**config.mk**
```make
export PLATFORM = sky130hd
export DESIGN_NAME = mem_arbiter
export DESIGN_NICKNAME = d
export VERILOG_FILES = /design/src/rtl/mem_arb_pkg.sv /design/src/rtl/arb_timeout.sv /design/src/rtl/mem_arbiter.sv
export SDC_FILE = /design/constraint.sdc
export NUM_CORES = 1
export LEC_CHECK = 0
export BUFFER_PORTS_ARGS = -buffer_cell sky130_fd_sc_hd__buf_2
export CAP_MARGIN = 5
export CORE_UTILIZATION = 50
export CTS_BUF_LIST = sky130_fd_sc_hd__clkbuf_8
export DETAILED_ROUTE_END_ITERATION = 8
export PLACE_DENSITY_LB_ADDON = 0.25
export SYNTH_ARGS = -nofsm -noshare
export SYNTH_HDL_FRONTEND = slang
export SYNTH_SLANG_ARGS = --single-unit
```
**constraint.sdc**
```tcl
create_clock -name clk -period 2.1 [get_ports clk]
set_input_delay 0.63 -clock clk [delete_from_list [all_inputs] [get_ports clk]]
set_output_delay 0.63 -clock clk [all_outputs]
set_load 0.005 [all_outputs]
```
**src/rtl/mem_arb_pkg.sv**
```systemverilog
// Shared definitions for the fetch/data memory arbiter: default parameter
// values, the arbiter state encoding and a counter-width helper.
package mem_arb_pkg;

  localparam int AW_DEF         = 16;
  localparam int DW_DEF         = 16;
  localparam int MAX_DM_RUN_DEF = 3;
  localparam int TIMEOUT_DEF    = 64;

  typedef enum logic [2:0] {
    ST_IDLE    = 3'd0,
    ST_SERV_IF = 3'd1,
    ST_SERV_DM = 3'd2,
    ST_DRAIN   = 3'd3,
    ST_ERR     = 3'd4
  } arb_state_e;

  // Bits needed to hold a count from 0 up to and including max_val.
  function automatic int cnt_w(input int max_val);
    if (max_val < 2) begin
      return 1;
    end else begin
      return $clog2(max_val + 1);
    end
  endfunction

endpackage

```
**src/rtl/arb_timeout.sv**
```systemverilog
// Access watchdog: restarts on load, counts enabled cycles and flags expire
// on the TIMEOUT-th enabled cycle after load.
module arb_timeout
  import mem_arb_pkg::*;
#(
  parameter int TIMEOUT = TIMEOUT_DEF
) (
  input  logic clk,
  input  logic rst,
  input  logic load,
  input  logic enable,
  output logic expire
);

  localparam int            CW   = cnt_w(TIMEOUT);
  localparam logic [CW-1:0] LAST = CW'(TIMEOUT - 1);

  logic [CW-1:0] cnt_q;
  logic [CW-1:0] cnt_d;

  // Next count: clear on load, advance while enabled, saturate at the last cycle.
  always_comb begin
    cnt_d = cnt_q;
    if (load) begin
      cnt_d = '0;
    end else if (enable && (cnt_q != LAST)) begin
      cnt_d = cnt_q + CW'(1);
    end else begin
      cnt_d = cnt_q;
    end
  end

  // Count register.
  always_ff @(posedge clk or negedge rst) begin
    if (!rst) begin
      cnt_q <= '0;
    end else begin
      cnt_q <= cnt_d;
    end
  end

  assign expire = enable & (cnt_q == LAST);

endmodule

```
**src/rtl/mem_arbiter.sv**
```systemverilog
// Shares one single-ported, variable-latency memory between a read-only
// fetch port and a read/write data port, one access at a time.
module mem_arbiter
  import mem_arb_pkg::*;
#(
  parameter int AW         = AW_DEF,
  parameter int DW         = DW_DEF,
  parameter int MAX_DM_RUN = MAX_DM_RUN_DEF,
  parameter int TIMEOUT    = TIMEOUT_DEF
) (
  input  logic          clk,
  input  logic          rst,
  input  logic          if_req,
  input  logic [AW-1:0] if_addr,
  input  logic          if_cancel,
  output logic [DW-1:0] if_rdata,
  output logic          if_valid,
  output logic          if_stall,
  input  logic          dm_req,
  input  logic          dm_wr,
  input  logic [AW-1:0] dm_addr,
  input  logic [DW-1:0] dm_wdata,
  output logic [DW-1:0] dm_rdata,
  output logic          dm_valid,
  output logic          dm_stall,
  output logic          mem_req,
  output logic          mem_wr,
  output logic [AW-1:0] mem_addr,
  output logic [DW-1:0] mem_wdata,
  input  logic [DW-1:0] mem_rdata,
  input  logic          mem_done,
  output logic          err
);

  localparam int            RW      = cnt_w(MAX_DM_RUN);
  localparam logic [RW-1:0] RUN_MAX = RW'(MAX_DM_RUN);

  arb_state_e    state_q, state_d;
  logic [RW-1:0] run_q, run_d;
  logic          mem_req_q, mem_req_d;
  logic          mem_wr_q, mem_wr_d;
  logic          acc_wr_q, acc_wr_d;
  logic [AW-1:0] mem_addr_q, mem_addr_d;
  logic [DW-1:0] mem_wdata_q, mem_wdata_d;
  logic [DW-1:0] if_rdata_q, if_rdata_d;
  logic [DW-1:0] dm_rdata_q, dm_rdata_d;
  logic          if_valid_q, if_valid_d;
  logic          dm_valid_q, dm_valid_d;
  logic          err_q, err_d;

  logic if_elig, dm_elig, fetch_turn, dm_next;
  logic gnt_if, gnt_dm;
  logic to_load, to_en, to_expire;

  assign if_elig    = if_req & ~if_valid_q;
  assign dm_elig    = dm_req & ~dm_valid_q;
  assign fetch_turn = (run_q >= RUN_MAX);
  // A data request still high during its valid pulse is the next back-to-back
  // access; fetch only takes that slot once the data run limit is reached.
  assign dm_next    = dm_req & dm_valid_q & ~fetch_turn;

  // Grant selection in IDLE: data wins unless fetch has waited out the run limit.
  always_comb begin
    gnt_if = 1'b0;
    gnt_dm = 1'b0;
    if (state_q == ST_IDLE) begin
      if (if_elig && (!dm_elig || fetch_turn) && !dm_next) begin
        gnt_if = 1'b1;
      end else if (dm_elig) begin
        gnt_dm = 1'b1;
      end else begin
        gnt_if = 1'b0;
        gnt_dm = 1'b0;
      end
    end else begin
      gnt_if = 1'b0;
      gnt_dm = 1'b0;
    end
  end

  // Consecutive data grants taken while fetch is waiting.
  always_comb begin
    run_d = run_q;
    if (!if_req || gnt_if) begin
      run_d = '0;
    end else if (gnt_dm && (run_q != RUN_MAX)) begin
      run_d = run_q + RW'(1);
    end else begin
      run_d = run_q;
    end
  end

  arb_timeout #(
    .TIMEOUT (TIMEOUT)
  ) u_timeout (
    .clk    (clk),
    .rst    (rst),
    .load   (to_load),
    .enable (to_en),
    .expire (to_expire)
  );

  // FSM next state, memory command and response capture.
  always_comb begin
    state_d     = state_q;
    mem_req_d   = 1'b0;
    mem_wr_d    = 1'b0;
    acc_wr_d    = acc_wr_q;
    mem_addr_d  = mem_addr_q;
    mem_wdata_d = mem_wdata_q;
    if_rdata_d  = if_rdata_q;
    dm_rdata_d  = dm_rdata_q;
    if_valid_d  = 1'b0;
    dm_valid_d  = 1'b0;
    err_d       = err_q;
    to_load     = 1'b0;
    to_en       = 1'b0;
    case (state_q)
      ST_IDLE: begin
        if (gnt_if) begin
          state_d    = ST_SERV_IF;
          mem_req_d  = 1'b1;
          acc_wr_d   = 1'b0;
          mem_addr_d = if_addr;
          to_load    = 1'b1;
        end else if (gnt_dm) begin
          state_d     = ST_SERV_DM;
          mem_req_d   = 1'b1;
          mem_wr_d    = dm_wr;
          acc_wr_d    = dm_wr;
          mem_addr_d  = dm_addr;
          mem_wdata_d = dm_wdata;
          to_load     = 1'b1;
        end else begin
          state_d = ST_IDLE;
        end
      end
      ST_SERV_IF: begin
        to_en = 1'b1;
        if (mem_done) begin
          state_d = ST_IDLE;
          if (!if_cancel) begin
            if_valid_d = 1'b1;
            if_rdata_d = mem_rdata;
          end else begin
            if_valid_d = 1'b0;
          end
        end else if (to_expire) begin
          state_d = ST_ERR;
          err_d   = 1'b1;
        end else if (if_cancel) begin
          state_d = ST_DRAIN;
        end else begin
          state_d = ST_SERV_IF;
        end
      end
      ST_SERV_DM: begin
        to_en = 1'b1;
        if (mem_done) begin
          state_d    = ST_IDLE;
          dm_valid_d = 1'b1;
          if (!acc_wr_q) begin
            dm_rdata_d = mem_rdata;
          end else begin
            dm_rdata_d = dm_rdata_q;
          end
        end else if (to_expire) begin
          state_d = ST_ERR;
          err_d   = 1'b1;
        end else begin
          state_d = ST_SERV_DM;
        end
      end
      ST_DRAIN: begin
        to_en = 1'b1;
        if (mem_done) begin
          state_d = ST_IDLE;
        end else if (to_expire) begin
          state_d = ST_ERR;
          err_d   = 1'b1;
        end else begin
          state_d = ST_DRAIN;
        end
      end
      ST_ERR: begin
        state_d = ST_ERR;
        err_d   = 1'b1;
      end
      default: begin
        state_d = ST_IDLE;
      end
    endcase
  end

  // State and output registers.
  always_ff @(posedge clk or negedge rst) begin
    if (!rst) begin
      state_q     <= ST_IDLE;
      run_q       <= '0;
      mem_req_q   <= 1'b0;
      mem_wr_q    <= 1'b0;
      acc_wr_q    <= 1'b0;
      mem_addr_q  <= '0;
      mem_wdata_q <= '0;
      if_rdata_q  <= '0;
      dm_rdata_q  <= '0;
      if_valid_q  <= 1'b0;
      dm_valid_q  <= 1'b0;
      err_q       <= 1'b0;
    end else begin
      state_q     <= state_d;
      run_q       <= run_d;
      mem_req_q   <= mem_req_d;
      mem_wr_q    <= mem_wr_d;
      acc_wr_q    <= acc_wr_d;
      mem_addr_q  <= mem_addr_d;
      mem_wdata_q <= mem_wdata_d;
      if_rdata_q  <= if_rdata_d;
      dm_rdata_q  <= dm_rdata_d;
      if_valid_q  <= if_valid_d;
      dm_valid_q  <= dm_valid_d;
      err_q       <= err_d;
    end
  end

  assign if_rdata  = if_rdata_q;
  assign if_valid  = if_valid_q;
  assign dm_rdata  = dm_rdata_q;
  assign dm_valid  = dm_valid_q;
  assign mem_req   = mem_req_q;
  assign mem_wr    = mem_wr_q;
  assign mem_addr  = mem_addr_q;
  assign mem_wdata = mem_wdata_q;
  assign err       = err_q;
  assign if_stall  = (if_req & ~if_valid_q) | (state_q == ST_ERR);
  assign dm_stall  = (dm_req & ~dm_valid_q) | (state_q == ST_ERR);

endmodule

```
* Yosys cells after proc, flatten, opt, wreduce, memory -nomap -nowiden *
Cells that the tools add are included.

storage, ports and cells
  flip-flop bits (word level) = 82
  input bits = 71
  logic and storage cells = 96
  output and inout bits = 71

cells by class
  $lt $le $gt $ge = 1
  multiplexer cells = 38
  reductions and logical operators = 20
  equality and inequality tests = 9
  bitwise gates (word level) = 13
  $add $sub $neg = 2

operators by type and width
  operator             count
  $mux 16              2
  $mux 1               21
  $mux 3               6
  $pmux 3 s5           1
  $mux 7               2
  $reduce_and 3->1     4
  $mux 2               5
  $reduce_bool 2->1    4
  $add 7x1->7 const B  1
  $eq 7x6->1 const B   1
  $ne 7x6->1 const B   1
  $eq 3x2->1 const B   2
  $not 1->1            6
  $and 1x1->1          5
  $logic_and 1x1->1    4
  $ne 2x2->1 const B   2
  $eq 3x1->1 const B   1
  $eq 3x3->1 const B   1
  $logic_not 1->1      3
  $logic_not 3->1      1
  $reduce_or 3->1      1
  $add 2x1->2 const B  1
  $ge 2x2->1 const B   1
  $logic_or 1x1->1     2
  4 further kinds      5

* Depth between registers and ports, before layout *
  depth in word-level cells = 12
  gate-level depth with buffers = 7
  depth with buffers taken out = 5

* Cells and area by module *
Synthesis repeated with hierarchy kept, for this count alone.

second synthesis, totals
  cell total of the unflattened synthesis = 259
  area, all modules = 3447.1 um^2

modules (own cells, without submodules)
  module       cells each  sequential area each (um^2)  times used  area an instance (um^2)
  mem_arbiter  222         1876.8                       1           3024.2
  arb_timeout  37          175.2                        1           422.9

* Worst setup path after synthesis *
No wires, ideal clock.

  path kind = input -> register
  from = input if_req
  to = register mem_wdata_q[0] (netlist: mem_wdata[0])
  arrival time = 1.735 ns
  buffers on the path = 3
  required time = 1.975 ns
  stages on the path = 6
  slack = 0.240 ns
  setup time = 0.125 ns
  cells stage by stage = nor2b_1 > clkbuf_1 > a211o_1 > buf_6 > buf_12 > mux2_4

between the ends
  word-level cells in the longest chain between the ends = 7
  elaborated cells between the ends (all ways) = 9
  those cells by class = mux (4); bitwise (2); reduce/logical (3)

RTL lines
  what                                   line                source
  from (decl)                            mem_arbiter.sv:13   input logic if_req,
  $and 1x1->1 (*)                        mem_arbiter.sv:55   assign if_elig = if_req & ~if_valid_q;
  $logic_and 1x1->1 (*) (2 in a row)     mem_arbiter.sv:67   if (if_elig && (!dm_elig || fetch_turn) && !dm_next) begin
  $mux 1                                 mem_arbiter.sv:67
  $mux 1                                 mem_arbiter.sv:66   if (state_q == ST_IDLE) begin
  $not 1->1 (no source line)             --
  $reduce_and 3->1 (no source line) (*)  --
  to (signal assigned)                   mem_arbiter.sv:217  mem_wdata_q <= mem_wdata_d;
  to (decl)                              mem_arbiter.sv:44   logic [DW-1:0] mem_wdata_q, mem_wdata_d;

Mark *: on every way between the ends. The rest lies on a longest branch, timed or not.
A chain may end at the register's enable or synchronous reset.

* Worst setup path in the final report *
  from = register state_q[2]
  to = output if_stall

between the ends
  word-level cells in the longest chain between the ends = 2

RTL lines
  what                    line                source
  from (decl)             mem_arbiter.sv:38   arb_state_e state_q, state_d;
  from (signal assigned)  mem_arbiter.sv:211  state_q <= state_d;
  $eq 3x3->1              mem_arbiter.sv:235  assign if_stall = (if_req & ~if_valid_q) | (state_q == ST_ERR);
  $or 1x1->1              mem_arbiter.sv:235
  to (decl)               mem_arbiter.sv:18   output logic if_stall,

Every way passes these cells.

==> flow_metrics.py <==
metrics = {
    "synth": {
        "avgSynthCellArea_sq_um": 13.2,
        "synthArstFlopShare_pct": 100,
        "ys_warn_count": 0,
        "syn-cell-area_sq_um": 3530,
        "syn_inst": 268,
        "ys_seq_elements": 82,
        "ys.flop_type": "dfrtp_1",
        "synth_fp_nets": 341,
        "ys_seq_area_share_pct": 58.2,
        "synth_cell_types": 42,
        "synth_edf_count": 0,
    },
    "layout": {
        "final_util_pct": 67.7,
        "final_cell_mix": "buf_2, dfrtp_1, mux2_2",
        "drive_gt1_share_pct": 53.7,
        "layout_commonest_cell": "buf_2",
        "fillers": 517,
        "final_nets": 491,
        "final_area_sq_um": 4600,
        "diodes": 0,
        "instances_no_fill": 519,
        "syn_to_final_growth_pct": 30.5,
    },
    "placed_design": {
        "dp_hpwl_um": 5710,
        "gp_congestion": 0.836,
        "dp_slack_ns": 0.125,
        "port_buffers": 141,
        "postPlaceCellArea_sq_um": 4370,
        "place_inst": 503,
    },
    "timing": {
        "tns_ns": 0,
        "setup_viol": 0,
        "min_period_ns": 2.06,
        "whs_ns": 0.206,
        "rsz0062_at_grt": "true",
        "worst_pin_slew_ns": 0.554,
        "worst_slack_ns": 0.0422,
        "hold_violations": 0,
        "slew_headroom_pct": 63.1,
        "slew_viol_final": 0,
        "fin_worst_skew_ns": 0.0115,
        "finalCritPeriodShare_pct": 98.0,
        "fmax_mhz": 486,
    },
    "worst_setup_path": {
        "arrival_ns": 1.43,
        "r2r_slack_ns": 0.22,
        "cp-end-kind": "output port",
        "cp.required_ns": 1.47,
        "crit_fanout": 7,
        "cp-start-kind": "flop",
        "path_class": "reg2out",
    },
    "cts": {
        "root_buffer": "clkbuf_8",
        "hold_buffers": 0,
        "postCtsSetupBuffers": 0,
        "clk_path_buf_depth": 2,
        "insertion_delay_ns": 0.35,
        "cts_made_buffers": 9,
        "cts_max_level": 3,
        "cts_tree": "done",
        "cts_sinks": 82,
        "clk_pin_slew_ns": 0.09,
    },
    "pwr": {
        "peakVddDrop_mv": 0.767,
        "totalPowerFinal_mw": 6.00,
        "power_leakage_nw": 2.36,
        "power_density_nw_per_um2": 1300,
    },
    "global_route": {
        "grt.total_usage_pct": 21.8,
        "grt_pass1_vias": 2598,
        "grt_max_degree": 37,
        "grt_overflow_total": 0,
        "antenna_found_initial": 0,
        "grt_first_pass_wirelength_um": 12400,
    },
    "die": {
        "die_area_sq_um": 7390,
        "start_util_pct": 51.9,
        "placementRows": 30,
        "coreArea_sq_um": 6790,
        "die_w_um": 86.0,
        "design.portCount": 142,
        "die_y_um": 86.0,
    },
    "run": {
        "cap_violations": 0,
    },
    "outcome": {
        "status": "finished clean",
    },
    "drt": {
        "antenna_left": 0,
        "viasPerCell": 5.16,
        "wl_um": 7780,
        "wl_per_cell_um": 15.0,
        "dr.pass1.iters": 4,
        "drc": 0,
        "drtIter0Drc": 124,
        "vias": 2678,
    },
    "worst_hold_path": {
        "min_path_type": "in2async",
    },
}
## where the power goes
group	switching (mW)	total [mW]	internal, mW
logic	0.893	2.08	1.18
clock network	0.595	1.28	0.680
registers	0.375	2.64	2.27
total	1.86	6.00	4.13
## kinds of logic (layout without fill, tap and decap cells)
kind of cell	Yosys count	count (layout)	share of synthesized area (%)
buffers and inverters	21	176	3.44
flip-flops	82	82	58.2
adder cells (fa/ha/maj)	2	2	0.710
AND/OR/NAND/NOR	38	38	6.25
multiplexers	64	64	20.7
AO/OA/AOI/OAI	61	61	10.7
## synthesized netlist by cell type (2+ instances only)
cell       instances  area, sq um
dfrtp_1           82         2050
mux2_2            40          450
o21ai_0           38          190
mux2i_1           16          160
mux2_4             8          120
clkbuf_1           6         22.5
inv_1              6         22.5
nand3_1            5         25.0
nor2_1             5         18.8
nor3_1             5         25.0
a21oi_1            4         20.0
buf_4              4         30.0
nand2_1            4         15.0
or3_1              4         25.0
buf_2              3         15.0
nand2b_1           3         18.8
nor2b_1            3         18.8
or2_2              3         18.8
a211o_1            2         17.5
a211oi_1           2         15.0
ha_1               2         25.0
o2bb2ai_1          2         17.5
o311a_1            2         20.0
## worst paths after layout
kind                       startpoint           to  cells after the start
hold reg to reg              acc_wr_q     acc_wr_q                      1
hold / removal                    rst  mem_addr[8]                      1
max in group asynchronous         rst  if_rdata[9]                      2
setup reg to reg           state_q[2]  mem_addr[2]                      4
setup / recovery           state_q[2]     if_stall                      4
min in group clk             acc_wr_q     acc_wr_q                      1
## worst max-delay path, cell delays in order, from the launching register on
cell and delay, ns:
dfrtp_2 0.45, buf_4 0.17, inv_1 0.18, o22ai_2 0.13
buf_2 0.14
## area by class of cell
class	instances	area, sq um	area share, %
inverters	6	22.5	0.489
clock inverters	7	101	2.20
well taps	96	120	2.61
multi-input cells	165	1360	29.6
clock buffers	9	124	2.69
flip-flops and latches	82	2050	44.6
repair buffers	154	818	17.8
## per-layer routing
metal | vias to the layer above | track usage, % | share of wire [%]
met4 | 0 | 8.64 | 0.87
li1 | 1271 | - | -
met2 | 84 | 34.8 | 51
met1 | 1316 | 28.5 | 42
met5 | - | 0 | 0
met3 | 7 | 5.77 | 6.5
## registers in the layout, summed over array words and instances (netlist names), 2 cells and up
| signal | cells |
|---|---|
| run_q | 2 |
| u_timeout.cnt_q | 7 |
| mem_wdata | 16 |
| if_rdata | 16 |
| mem_addr | 16 |
| dm_rdata | 16 |
| state_q | 3 |
## repair_timing
| action | CTS | global route |
|---|---|---|
| pin swaps | 0 | 1 |
| setup endpoints to repair | 2 | 2 |
| gates resized for setup | 2 | 3 |
Note: power is estimated with default switching activity, not from simulation.
